[src/rtl/mc_ctrl_fsm.sv]
// Multicycle MIPS control FSM with memory handshake/timeout and retired-instruction counter.
// Define MC_CTRL_EXC_EN to enable the overflow / illegal-opcode exception path.
module mc_ctrl_fsm #(
  parameter int CNT_W   = 32,
  parameter int TIMEOUT = 16,
  parameter int TO_W    = 5
) (
  input  logic             clk,
  input  logic             rst_n,
  input  logic [5:0]       op,
  input  logic [5:0]       funct,
  input  logic             zero,
  input  logic             ovf,
  input  logic             mem_ready,
  output logic             pc_wr,
  output logic             pc_wr_cond,
  output logic             pc_wr_ncond,
  output logic             iord,
  output logic             mem_rd,
  output logic             mem_wr,
  output logic             ir_wr,
  output logic             mem_to_reg,
  output logic             alu_src_a,
  output logic             reg_wr,
  output logic             reg_dst,
  output logic [1:0]       alu_src_b,
  output logic [1:0]       alu_op,
  output logic [1:0]       pc_src,
  output logic [3:0]       state,
  output logic [CNT_W-1:0] retired,
  output logic             mem_err
);

  typedef enum logic [3:0] {
    FETCH  = 4'd0,  DECODE = 4'd1,  MEMADR = 4'd2,  MEMRD  = 4'd3,
    MEMWB  = 4'd4,  MEMWR  = 4'd5,  EXEC   = 4'd6,  RWB    = 4'd7,
    BRANCH = 4'd8,  JUMP   = 4'd9,  ADDIEX = 4'd10, ADDIWB = 4'd11,
    EXC    = 4'd12, HALT   = 4'd13
  } state_t;

  typedef struct packed {
    logic       pc_wr;
    logic       pc_wr_cond;
    logic       pc_wr_ncond;
    logic       iord;
    logic       mem_rd;
    logic       mem_wr;
    logic       mem_to_reg;
    logic       alu_src_a;
    logic       reg_wr;
    logic       reg_dst;
    logic [1:0] alu_src_b;
    logic [1:0] alu_op;
    logic [1:0] pc_src;
  } ctl_t;

  localparam logic [5:0] OP_RTYPE = 6'b000000;
  localparam logic [5:0] OP_LW    = 6'b100011;
  localparam logic [5:0] OP_SW    = 6'b101011;
  localparam logic [5:0] OP_BEQ   = 6'b000100;
  localparam logic [5:0] OP_BNE   = 6'b000101;
  localparam logic [5:0] OP_J     = 6'b000010;
  localparam logic [5:0] OP_ADDI  = 6'b001000;
  localparam logic [5:0] FN_ADD   = 6'b100000;
  localparam logic [5:0] FN_SUB   = 6'b100010;
  localparam logic [TO_W:0] TO_LIM = TIMEOUT[TO_W:0];

  state_t          state_q, state_n;
  ctl_t            ctl_q;
  logic [TO_W-1:0] wait_cnt;
  logic [TO_W:0]   wait_inc;
  logic            waiting, timed_out, fetch_hit;
  logic            unused_inputs;

  assign unused_inputs = ^{zero, funct, ovf};

  function automatic ctl_t decode_ctl(input state_t s, input logic [5:0] o);
    ctl_t c;
    c = '0;
    case (s)
      FETCH:  begin c.mem_rd = 1'b1; c.alu_src_b = 2'b01; end
      DECODE: c.alu_src_b = 2'b11;
      MEMADR: begin c.alu_src_a = 1'b1; c.alu_src_b = 2'b10; end
      MEMRD:  begin c.mem_rd = 1'b1; c.iord = 1'b1; end
      MEMWB:  begin c.reg_wr = 1'b1; c.mem_to_reg = 1'b1; end
      MEMWR:  begin c.mem_wr = 1'b1; c.iord = 1'b1; end
      EXEC:   begin c.alu_src_a = 1'b1; c.alu_op = 2'b10; end
      RWB:    begin c.reg_wr = 1'b1; c.reg_dst = 1'b1; end
      BRANCH: begin
        c.alu_src_a   = 1'b1;
        c.alu_op      = 2'b01;
        c.pc_src      = 2'b01;
        c.pc_wr_cond  = (o == OP_BEQ);
        c.pc_wr_ncond = (o == OP_BNE);
      end
      JUMP:   begin c.pc_wr = 1'b1; c.pc_src = 2'b10; end
      ADDIEX: begin c.alu_src_a = 1'b1; c.alu_src_b = 2'b10; end
      ADDIWB: c.reg_wr = 1'b1;
      EXC:    begin c.pc_wr = 1'b1; c.pc_src = 2'b11; end
      default: c = '0;
    endcase
    return c;
  endfunction

  assign waiting   = (state_q == FETCH) || (state_q == MEMRD) || (state_q == MEMWR);
  assign wait_inc  = {1'b0, wait_cnt} + {{TO_W{1'b0}}, 1'b1};
  // mem_ready on the final permitted cycle takes priority over the timeout
  assign timed_out = (TIMEOUT != 0) && !mem_ready && (wait_inc >= TO_LIM);
  assign fetch_hit = (state_q == FETCH) && mem_ready;

  always_comb begin
    state_n = state_q;
    case (state_q)
      FETCH:  if (mem_ready) state_n = DECODE; else if (timed_out) state_n = HALT;
      DECODE: begin
        case (op)
          OP_RTYPE:        state_n = EXEC;
          OP_LW, OP_SW:    state_n = MEMADR;
          OP_BEQ, OP_BNE:  state_n = BRANCH;
          OP_J:            state_n = JUMP;
          OP_ADDI:         state_n = ADDIEX;
`ifdef MC_CTRL_EXC_EN
          default:         state_n = EXC;
`else
          default:         state_n = FETCH;
`endif
        endcase
      end
      MEMADR: state_n = (op == OP_LW) ? MEMRD : MEMWR;
      MEMRD:  if (mem_ready) state_n = MEMWB; else if (timed_out) state_n = HALT;
      MEMWB:  state_n = FETCH;
      MEMWR:  if (mem_ready) state_n = FETCH; else if (timed_out) state_n = HALT;
`ifdef MC_CTRL_EXC_EN
      EXEC:   state_n = (ovf && (funct == FN_ADD || funct == FN_SUB)) ? EXC : RWB;
      ADDIEX: state_n = ovf ? EXC : ADDIWB;
`else
      EXEC:   state_n = RWB;
      ADDIEX: state_n = ADDIWB;
`endif
      RWB, BRANCH, JUMP, ADDIWB, EXC: state_n = FETCH;
      HALT:   state_n = HALT;
      default: state_n = FETCH;
    endcase
  end

  // Outputs are registered from the next state; only the fetch strobes follow mem_ready live
  always_ff @(posedge clk or negedge rst_n) begin
    if (!rst_n) begin
      state_q  <= FETCH;
      ctl_q    <= decode_ctl(FETCH, 6'd0);
      retired  <= '0;
      wait_cnt <= '0;
      mem_err  <= 1'b0;
    end else begin
      state_q <= state_n;
      ctl_q   <= decode_ctl(state_n, op);
      if (state_n == FETCH && state_q != FETCH && state_q != EXC && state_q != HALT)
        retired <= retired + CNT_W'(1);
      if (state_n != state_q || mem_ready)
        wait_cnt <= '0;
      else if (waiting)
        wait_cnt <= wait_cnt + TO_W'(1);
      if (state_n == HALT && state_q != HALT)
        mem_err <= 1'b1;
    end
  end

  assign state       = state_q;
  assign pc_wr       = rst_n & (ctl_q.pc_wr | fetch_hit);
  assign ir_wr       = rst_n & fetch_hit;
  assign pc_wr_cond  = rst_n & ctl_q.pc_wr_cond;
  assign pc_wr_ncond = rst_n & ctl_q.pc_wr_ncond;
  assign iord        = rst_n & ctl_q.iord;
  assign mem_rd      = rst_n & ctl_q.mem_rd;
  assign mem_wr      = rst_n & ctl_q.mem_wr;
  assign mem_to_reg  = rst_n & ctl_q.mem_to_reg;
  assign alu_src_a   = rst_n & ctl_q.alu_src_a;
  assign reg_wr      = rst_n & ctl_q.reg_wr;
  assign reg_dst     = rst_n & ctl_q.reg_dst;
  assign alu_src_b   = {2{rst_n}} & ctl_q.alu_src_b;
  assign alu_op      = {2{rst_n}} & ctl_q.alu_op;
  assign pc_src      = {2{rst_n}} & ctl_q.pc_src;

endmodule

[config.mk]
export PLATFORM = sky130hd
export DESIGN_NAME = mc_ctrl_fsm
export DESIGN_NICKNAME = d
export VERILOG_FILES = /design/src/rtl/mc_ctrl_fsm.sv
export SDC_FILE = /design/constraint.sdc
export NUM_CORES = 1
export LEC_CHECK = 0
export CAP_MARGIN = 0
export CELL_PAD_IN_SITES_DETAIL_PLACEMENT = 1
export CELL_PAD_IN_SITES_GLOBAL_PLACEMENT = 2
export CORE_UTILIZATION = 34
export CTS_BUF_LIST = sky130_fd_sc_hd__clkbuf_8
export DETAILED_ROUTE_END_ITERATION = 6
export PLACE_DENSITY_LB_ADDON = 0.1
export SLEW_MARGIN = 30
export SYNTH_ARGS = -nofsm -noshare
export SYNTH_HDL_FRONTEND = slang
export SYNTH_SLANG_ARGS = --single-unit
[constraint.sdc]
create_clock -name clk -period 4.8 [get_ports clk]
set_input_delay 0.96 -clock clk [delete_from_list [all_inputs] [get_ports clk]]
set_output_delay 0.96 -clock clk [all_outputs]
set_load 0.02 [all_outputs]
; ---- Word-level counts from Yosys, hierarchy flattened
; Index checks and enable logic that the tools add are counted.
[word_totals]
ff_bits = 58
out_inout_bits = 54
[classes]
addsub = 3
magnitude_cmp = 1
n_eq_ne = 29
mux = 21
bitwise = 15
reduce_logical = 23
[op_table]
columns = cell, n
row1 = "adder 32 x 1 -> 32 bit, second input constant", 1
row2 = "equality test 4 bit, second input constant", 8
row3 = one-hot mux 4 bit (8 select lines), 1
row4 = "equality test 4 x 3 -> 1 bit, second input constant", 6
row5 = one-hot mux 4 bit (5 select lines), 1
row6 = "equality test 4 x 2 -> 1 bit, second input constant", 4
row7 = 2-to-1 mux 4 bit, 4
row8 = "equality test 6 x 3 -> 1 bit, second input constant", 2
row9 = "equality test 6 bit, second input constant", 2
row10 = one-hot mux 2 bit (3 select lines), 2
row11 = OR reduction 2 bit, 6
row12 = bitwise AND 1 bit, 11
row13 = 2-to-1 mux 5 bit, 2
row14 = "equality test 4 x 1 -> 1 bit, second input constant", 2
row15 = zero test 4 bit, 2
row16 = 2-to-1 mux 1 bit, 8
row17 = "!= test 4 bit, second input constant", 2
row18 = "adder 5 x 1 -> 6 bit, second input constant", 1
row19 = bitwise AND 2 bit, 3
row20 = "equality test 6 x 2 -> 1 bit, second input constant", 1
row21 = "equality test 6 x 4 -> 1 bit, second input constant", 1
row22 = "greater-or-equal comparator 6 x 5 -> 1 bit, second input constant", 1
row23 = logical AND 1 bit, 6
row24 = zero test 6 bit, 1
row25 = 12 further kinds, 14

; ---- Depth between registers and ports, before layout
; Gate-level depths: netlist of run 1.
[depth]
ltp_word = 10
depth_mapped = 10

; ---- Worst setup path after synthesis of run 1
; Ideal clock, no wire load.
[synth_timing]
kind = input to register
startpoint = input port op[3]
endpoint = register retired[16]
arrival_ps = 2816
required_time_ps = 4670
setup_slack_ps = 1854
path_stages = 6
n_path_buf = 0
path_cell_list = or4_1 a31o_2 nor3_4 nand3_1 or4_4 xnor2_2
[synth_between]
elab_chain_cells = 8
elab_cells_between_ends = 16
[synth_rtl]
columns = element, line
row1 = start: declaration, 10  ; input logic [5:0] op,
row2 = equality test 6 x 3 -> 1 bit (tied with other cells), 116  ; case (op)
row3 = OR reduction 2 bit, 116
row4 = one-hot mux 4 bit (5 select lines), 116
row5 = one-hot mux 4 bit (8 select lines) (*), 113  ; case (state_q)
row6 = zero test 4 bit (*), 157  ; if (state_n == FETCH && state_q != FETCH && state_q != EXC && state_q != HALT)
row7 = logical AND 1 bit (*) (3 in a row), 157
row8 = end signal: assignment, 158  ; retired <= retired + CNT_W'(1);
row9 = end: declaration, 30  ; output logic [CNT_W-1:0] retired,
; Every way passes the cells marked *; elsewhere a longest branch is shown, timed or not.
; A chain may end at the register's enable or synchronous reset.

; ---- Worst setup path after layout of run 1
[layout_timing]
startpoint = input port op[5]
endpoint = register retired[29]
; The elaborated chain is that of the path after synthesis.

==> impl_metrics.json, run 1 <==
{
  "root_buffer": "clkbuf_8",
  "layout_commonest_cell": "clkdlybuf4s50_1",
  "arrival_ns": 3.77,
  "cts_setup_buffers": 0,
  "cp-end-kind": "register",
  "rsz0062_at_grt": "no",
  "ys_warn_count": 0,
  "netlist.area_leader.share_pct": 44.1,
  "antenna_found_initial": 0,
  "synth-seq-area-share_pct": 45.8,
  "switching_power_mw": 0.396,
  "start_util_pct": 35.5,
  "synthTopCellsByArea": "dfrtp_1 (44%), xor2_1 (5.6%), xnor2_1 (4.2%), and2_1 (3.4%), nand3_1 (3.4%)",
  "hp-start": "mem_err",
  "cts_resized": 0,
  "cts_sinks": 57,
  "dr.pass1.iters": 6,
  "ys_types": 56,
  "yosysTopAreaCell": "dfrtp_1",
  "layout_common_cells": "clkdlybuf4s50_1 (61), dfrtp_1 (55), nand3_1 (21), nor2_1 (21)",
  "wl_per_cell_um": 15.6,
  "cts_buffers": 9,
  "antenna_cells": 0,
  "p_sw_share_pct": 32.7,
  "tightest_slew_ns": 0.716,
  "rows": 34,
  "relSlewSlack_pct": 52.3,
  "status": "finished with violations",
  "grt_pass1_wl_um": 13500,
  "setup_violations": 0,
  "clk-insertion-delay-late_ns": 0.33,
  "grt_max_degree": 26,
  "ant_nets": 0,
  "grt_use_met3_pct": 2.93,
  "met2_usage_pct": 26.3,
  "final.period_utilization_pct": 73.1,
  "crit_start": "op[5]",
  "max-clock-path-buffers": 2,
  "fin_util_pct": 45.1,
  "vias": 2503,
  "grt_pass1_vias": 2542,
  "max_cap_violations": 0,
  "tns_ns": 0,
  "htreeDepth": 3,
  "synth_ff_type": "dfrtp_1",
  "async_reset_ff_share_pct": 100,
  "crit_fanout": 12,
  "worstPathRequired_ns": 5.06,
  "overflow": 0,
  "start_kind": "input pin",
  "max_freq_ghz": 0.285,
  "fin_nets": 396,
  "rr_startpoint": "state[2]",
  "met1_usage_pct": 25.6,
  "avgSynthCellArea_sq_um": 9.98,
  "failed_checks": "DRC",
  "p_comb_share_pct": 24.2,
  "gp_congestion": 0.777,
  "fin_crit_ns": 3.51,
  "cts_tree": "done",
  "finalWirelength_um": 7630,
  "hpwl_um": 5520,
  "die_h_um": 97.8,
  "final_layout_size_suffix_gt1_share_pct": 10.0,
  "hold_class": "reg -> reg",
  "cts.reportedPaths.clkPinSlew_ns": 0.07,
  "fillers": 1005,
  "syn_area_sq_um": 3120,
  "die_area_sq_um": 9570,
  "hold_viol": 0,
  "pwr-share-seq_pct": 47.1,
  "power.leakage_nw": 1.79,
  "portBuffers": 62,
  "skew_ns": 0.0141,
  "grt.total_usage_pct": 17.7,
  "busiest_layer": "met2",
  "vias_per_cell": 5.13,
  "coreArea_sq_um": 8810,
  "drc": 10,
  "yosys_register_bits": 57,
  "die-width_um": 97.8,
  "p_clk_share_pct": 28.7,
  "ir_drop_uv": 199,
  "postCtsHoldBufs": 0,
  "synthCells": 313,
  "area_delta_synth_final_pct": 27.2,
  "crit_type": "in -> reg",
  "slew_viol_final": 0,
  "pin_count": 71,
  "powerDensity_nw_per_um2": 305,
  "dr.first_iter.drc_count": 74,
  "synth_edf_count": 0,
  "synth_fp_nets": 332,
  "intPower_mw": 0.814
}
[state kept, by name (all words and copies together) (netlist names)]
register,count
retired,32
wait_cnt,5
ctl_q,15
state,4
mem_err,1
[metal layers]
metal  vias up  part of all wire, %
met2        47                   45
met4         0                  1.5
met3         9                  2.9
met1      1216                   51
met5         -                    0
li1       1231                    -
[worst max-delay path, cell delays in order]
cell and delay, ns:
clkdlybuf4s50_1 0.57, nand3_1 0.15, or4_1 0.47, a31o_2 0.33, nor3_4 0.27, nand4_2 0.38
nor4_1 0.46, xor2_1 0.17
[per-stage QoR]
step | cell area, sq um | total power [mW] | setup slack (ns) | hold slack (ns) | cells
2_1_floorplan | 3120 | 0.748 | 1.85 | 0.509 | 313
3_3_place_gp | 3830 | 0.864 | 0.966 | 0.453 | 474
3_5_place_dp | 3830 | 0.871 | 0.947 | 0.457 | 474
4_1_cts | 3970 | 1.23 | 1.25 | 0.474 | 488
5_1_grt | 3970 | 1.29 | 1.08 | 0.489 | 488
6_report | 3970 | 1.21 | 1.29 | 0.470 | 488
[power groups by stage]
| stage | Clock (mW) | Combinational (mW) | Sequential [mW] |
|---|---|---|---|
| floorplan | 0 | 0.157 | 0.591 |
| global placement | 0 | 0.289 | 0.575 |
| detailed placement | 0 | 0.294 | 0.577 |
| CTS | 0.365 | 0.297 | 0.569 |
| global route | 0.385 | 0.324 | 0.577 |
| finish | 0.348 | 0.293 | 0.570 |
[cell usage after synthesis, types with 2 or more instances]
| cell | instances |
|---|---|
| dfrtp_1 | 55 |
| nor2b_1 | 3 |
| o21ai_0 | 4 |
| inv_1 | 16 |
| or2_2 | 4 |
| nand2b_1 | 4 |
| xnor2_1 | 15 |
| dfstp_2 | 2 |
| and4_1 | 3 |
| mux2i_1 | 3 |
| nor2_1 | 21 |
| nand2_1 | 19 |
| nor3_1 | 19 |
| nor4_2 | 3 |
| nand4_1 | 8 |
| nor3_4 | 2 |
| and3_1 | 9 |
| buf_6 | 2 |
| nand3_1 | 21 |
| or4_1 | 3 |
| buf_2 | 3 |
| xor2_1 | 20 |
| o31ai_1 | 2 |
| a21oi_1 | 7 |
| nor3_2 | 4 |
| nor4_1 | 4 |
| a21o_1 | 3 |
| and2_1 | 17 |
| clkbuf_1 | 6 |
| nor3b_1 | 4 |
| ha_1 | 2 |
[worst paths after layout]
check,depth (start not counted),slack (ns),endpoint
max,8,1.29,retired[29]
min,1,0.47,mem_err
max reg2reg,7,1.61,retired[29]
min reg2reg,1,0.47,mem_err
max in group asynchronous,3,3.16,retired[16]
min in group asynchronous,1,0.61,ctl_q[0]
[area by class of cell]
| cell class | instances | area [sq um] | area share, % |
|---|---|---|---|
| multi-input cells | 229 | 1570 | 39.6 |
| flip-flops and latches | 57 | 1430 | 36.0 |
| repair buffers | 64 | 631 | 15.9 |
| well taps | 108 | 135 | 3.40 |
| clock buffers | 9 | 124 | 3.12 |
| inverters | 16 | 60.1 | 1.51 |
| clock inverters | 5 | 20.0 | 0.504 |
[cells by family (layout without fill, tap and decap cells)]
family | Yosys count | after routing | share of synthesized area [%]
AO/OA/AOI/OAI | 31 | 31 | 7.73
AND/OR/NAND/NOR | 156 | 156 | 30.2
adder cells (fa/ha/maj) | 2 | 2 | 0.801
buffers and inverters | 27 | 94 | 3.85
XOR/XNOR | 36 | 36 | 10.3
multiplexers | 4 | 4 | 1.32
flip-flops | 57 | 57 | 45.8
Power figures use the tool's default switching activity.
==> inputs of run 2 (changes only) <==
CORE_UTILIZATION = 32   (was 34)
clock period = 3.4 ns   (was 4.8 ns; I/O delays follow)
==> run 2 against run 1 <==
  * Flip-flop and latch count did not move
  * Register-to-register slack got worse by 1.2 ns
  * Largest power group unchanged
  * Clock power rose by 110%
  * The flow now finishes without violations
  * Critical endpoint is now pc_wr
  * Cell count rose by 7.8%
  * Clock skew fell by 0.0011 ns
  * Worst hold slack got worse by 0.24 ns
  * Global-route usage fell by 0.45 points
  * Power rose by 63%
  * Via count rose by 3.8%
==> impl_metrics.json, run 2 (synthesis gave the netlist of run 1 again) <==
{
  "rsz0062_at_grt": "no",
  "reg.largest.list": "retired: 32 flops, ctl_q: 15 flops, wait_cnt: 5 flops",
  "vias": 2598,
  "rows": 35,
  "tightest_slew_ns": 0.662,
  "die_area_sq_um": 10200,
  "place_inst": 510,
  "cts_resized": 0,
  "p_comb_share_pct": 23.0,
  "layout_commonest_cell": "clkdlybuf4s50_1",
  "cts_tree": "done",
  "ant_nets": 0,
  "skew_ns": 0.0130,
  "setup_violations": 0,
  "gp_congestion": 0.791,
  "pin_count": 71,
  "die-width_um": 101,
  "dr.pass1.iters": 4,
  "pwr-share-seq_pct": 40.2,
  "crit_fanout": 11,
  "power.leakage_nw": 1.90,
  "overflow": 0,
  "cts_setup_buffers": 0,
  "p_sw_share_pct": 29.9,
  "antenna_found_initial": 0,
  "place_area_sq_um": 3980,
  "powerDensity_nw_per_um2": 469,
  "max_freq_ghz": 0.324,
  "grt_max_degree": 26,
  "cts.reportedPaths.clkPinSlew_ns": 0.07,
  "fin_crit_ns": 3.09,
  "intPower_mw": 1.38,
  "grt_pass1_vias": 2586,
  "arrival_ns": 2.41,
  "grt_pass1_wl_um": 13400,
  "max-clock-path-buffers": 2,
  "antenna_cells": 0,
  "finalNonFillerCells": 526,
  "vias_per_cell": 4.94,
  "largest_register_ffs": 32,
  "status": "finished, final reports clean",
  "fin_nets": 411,
  "hold_class": "in -> async",
  "layout_common_cells": "clkdlybuf4s50_1 (61), dfrtp_1 (55), nand3_1 (21), nor2_1 (21), xor2_1 (20)",
  "tns_ns": 0,
  "cp-end-kind": "output port",
  "cts_sinks": 57,
  "postCtsHoldBufs": 0,
  "start_kind": "register",
  "area_delta_synth_final_pct": 34.8,
  "crit_type": "reg -> out",
  "root_buffer": "clkbuf_8",
  "final_area_sq_um": 4210,
  "worstPathRequired_ns": 2.72,
  "final.period_utilization_pct": 90.9,
  "regMostFlops": "retired",
  "wl_per_cell_um": 15.0,
  "finalWirelength_um": 7900,
  "hpwl_um": 5760,
  "switching_power_mw": 0.591,
  "drc": 0,
  "final_layout_size_suffix_gt1_share_pct": 14.9,
  "grt.total_usage_pct": 17.3,
  "cts_buffers": 9,
  "portBuffers": 62,
  "max_cap_violations": 0,
  "die_h_um": 101,
  "relSlewSlack_pct": 55.8,
  "p_total_mw": 1.98,
  "p_clk_share_pct": 36.8,
  "coreArea_sq_um": 9330,
  "ir_drop_uv": 291,
  "hold_viol": 0,
  "clk-insertion-delay-late_ns": 0.34,
  "start_util_pct": 33.5,
  "dr.first_iter.drc_count": 104,
  "slew_viol_final": 0,
  "htreeDepth": 3
}
## run 2: worst max-delay path, stage by stage, from the launching register on
cell and delay (ns):
dfrtp_1 0.53, or2_2 0.41, nor3_1 0.23, and3_1 0.21
or2_2 0.11, clkdlybuf4s50_1 0.59
## run 2: stage by stage
step	utilization [%]	setup slack [ns]	hold WS, ns
2_1_floorplan	-	0.734	0.384
3_3_place_gp	42.7	0.122	0.457
3_5_place_dp	42.7	0.101	0.462
4_1_cts	45.1	0.269	0.226
5_1_grt	45.1	0.206	0.245
6_report	45.1	0.310	0.227
## run 2: worst paths after layout
check                                  from           to  slack, ns  cells after the start
worst max-delay path               state[2]        pc_wr       0.31                      5
worst min-delay path                  rst_n     ctl_q[0]       0.23                      1
worst max register to register  wait_cnt[0]  retired[29]       0.46                      9
worst min register to register      mem_err      mem_err       0.47                      1
max in group asynchronous             rst_n  retired[16]       2.30                      3
min in group clk                    mem_err      mem_err       0.47                      1
## run 2: cell type report
| class | instances | area, sq um |
|---|---|---|
| clock buffers | 11 | 151 |
| clock inverters | 5 | 77.6 |
| fillers | 1069 | 5120 |
| inverters | 16 | 60.1 |
| multi-input cells | 229 | 1570 |
| flip-flops and latches | 57 | 1430 |
| well taps | 129 | 161 |
| repair buffers | 79 | 756 |
## run 2: power by group through the flow
stage	logic [mW]	registers [mW]	clock network (mW)
2_1_floorplan	0.222	0.835	0
3_3_place_gp	0.452	0.805	0
5_1_grt	0.497	0.806	0.782
4_1_cts	0.460	0.794	0.748
3_5_place_dp	0.457	0.806	0
6_report	0.454	0.794	0.727
## run 2: routing by layer
layer,global-route usage (%),vias up,wire length (um)
met3,3.26,10,321
met2,26.1,53,3610
met1,24.6,1279,3860
met4,6.35,0,106
met5,0,-,0
li1,-,1256,-
==> inputs of run 3 (changes only) <==
CTS_CLUSTER_SIZE = 8   (was default)
==> results of run 3 <==
The final DEF is identical to that of run 2; final timing and power are the same.
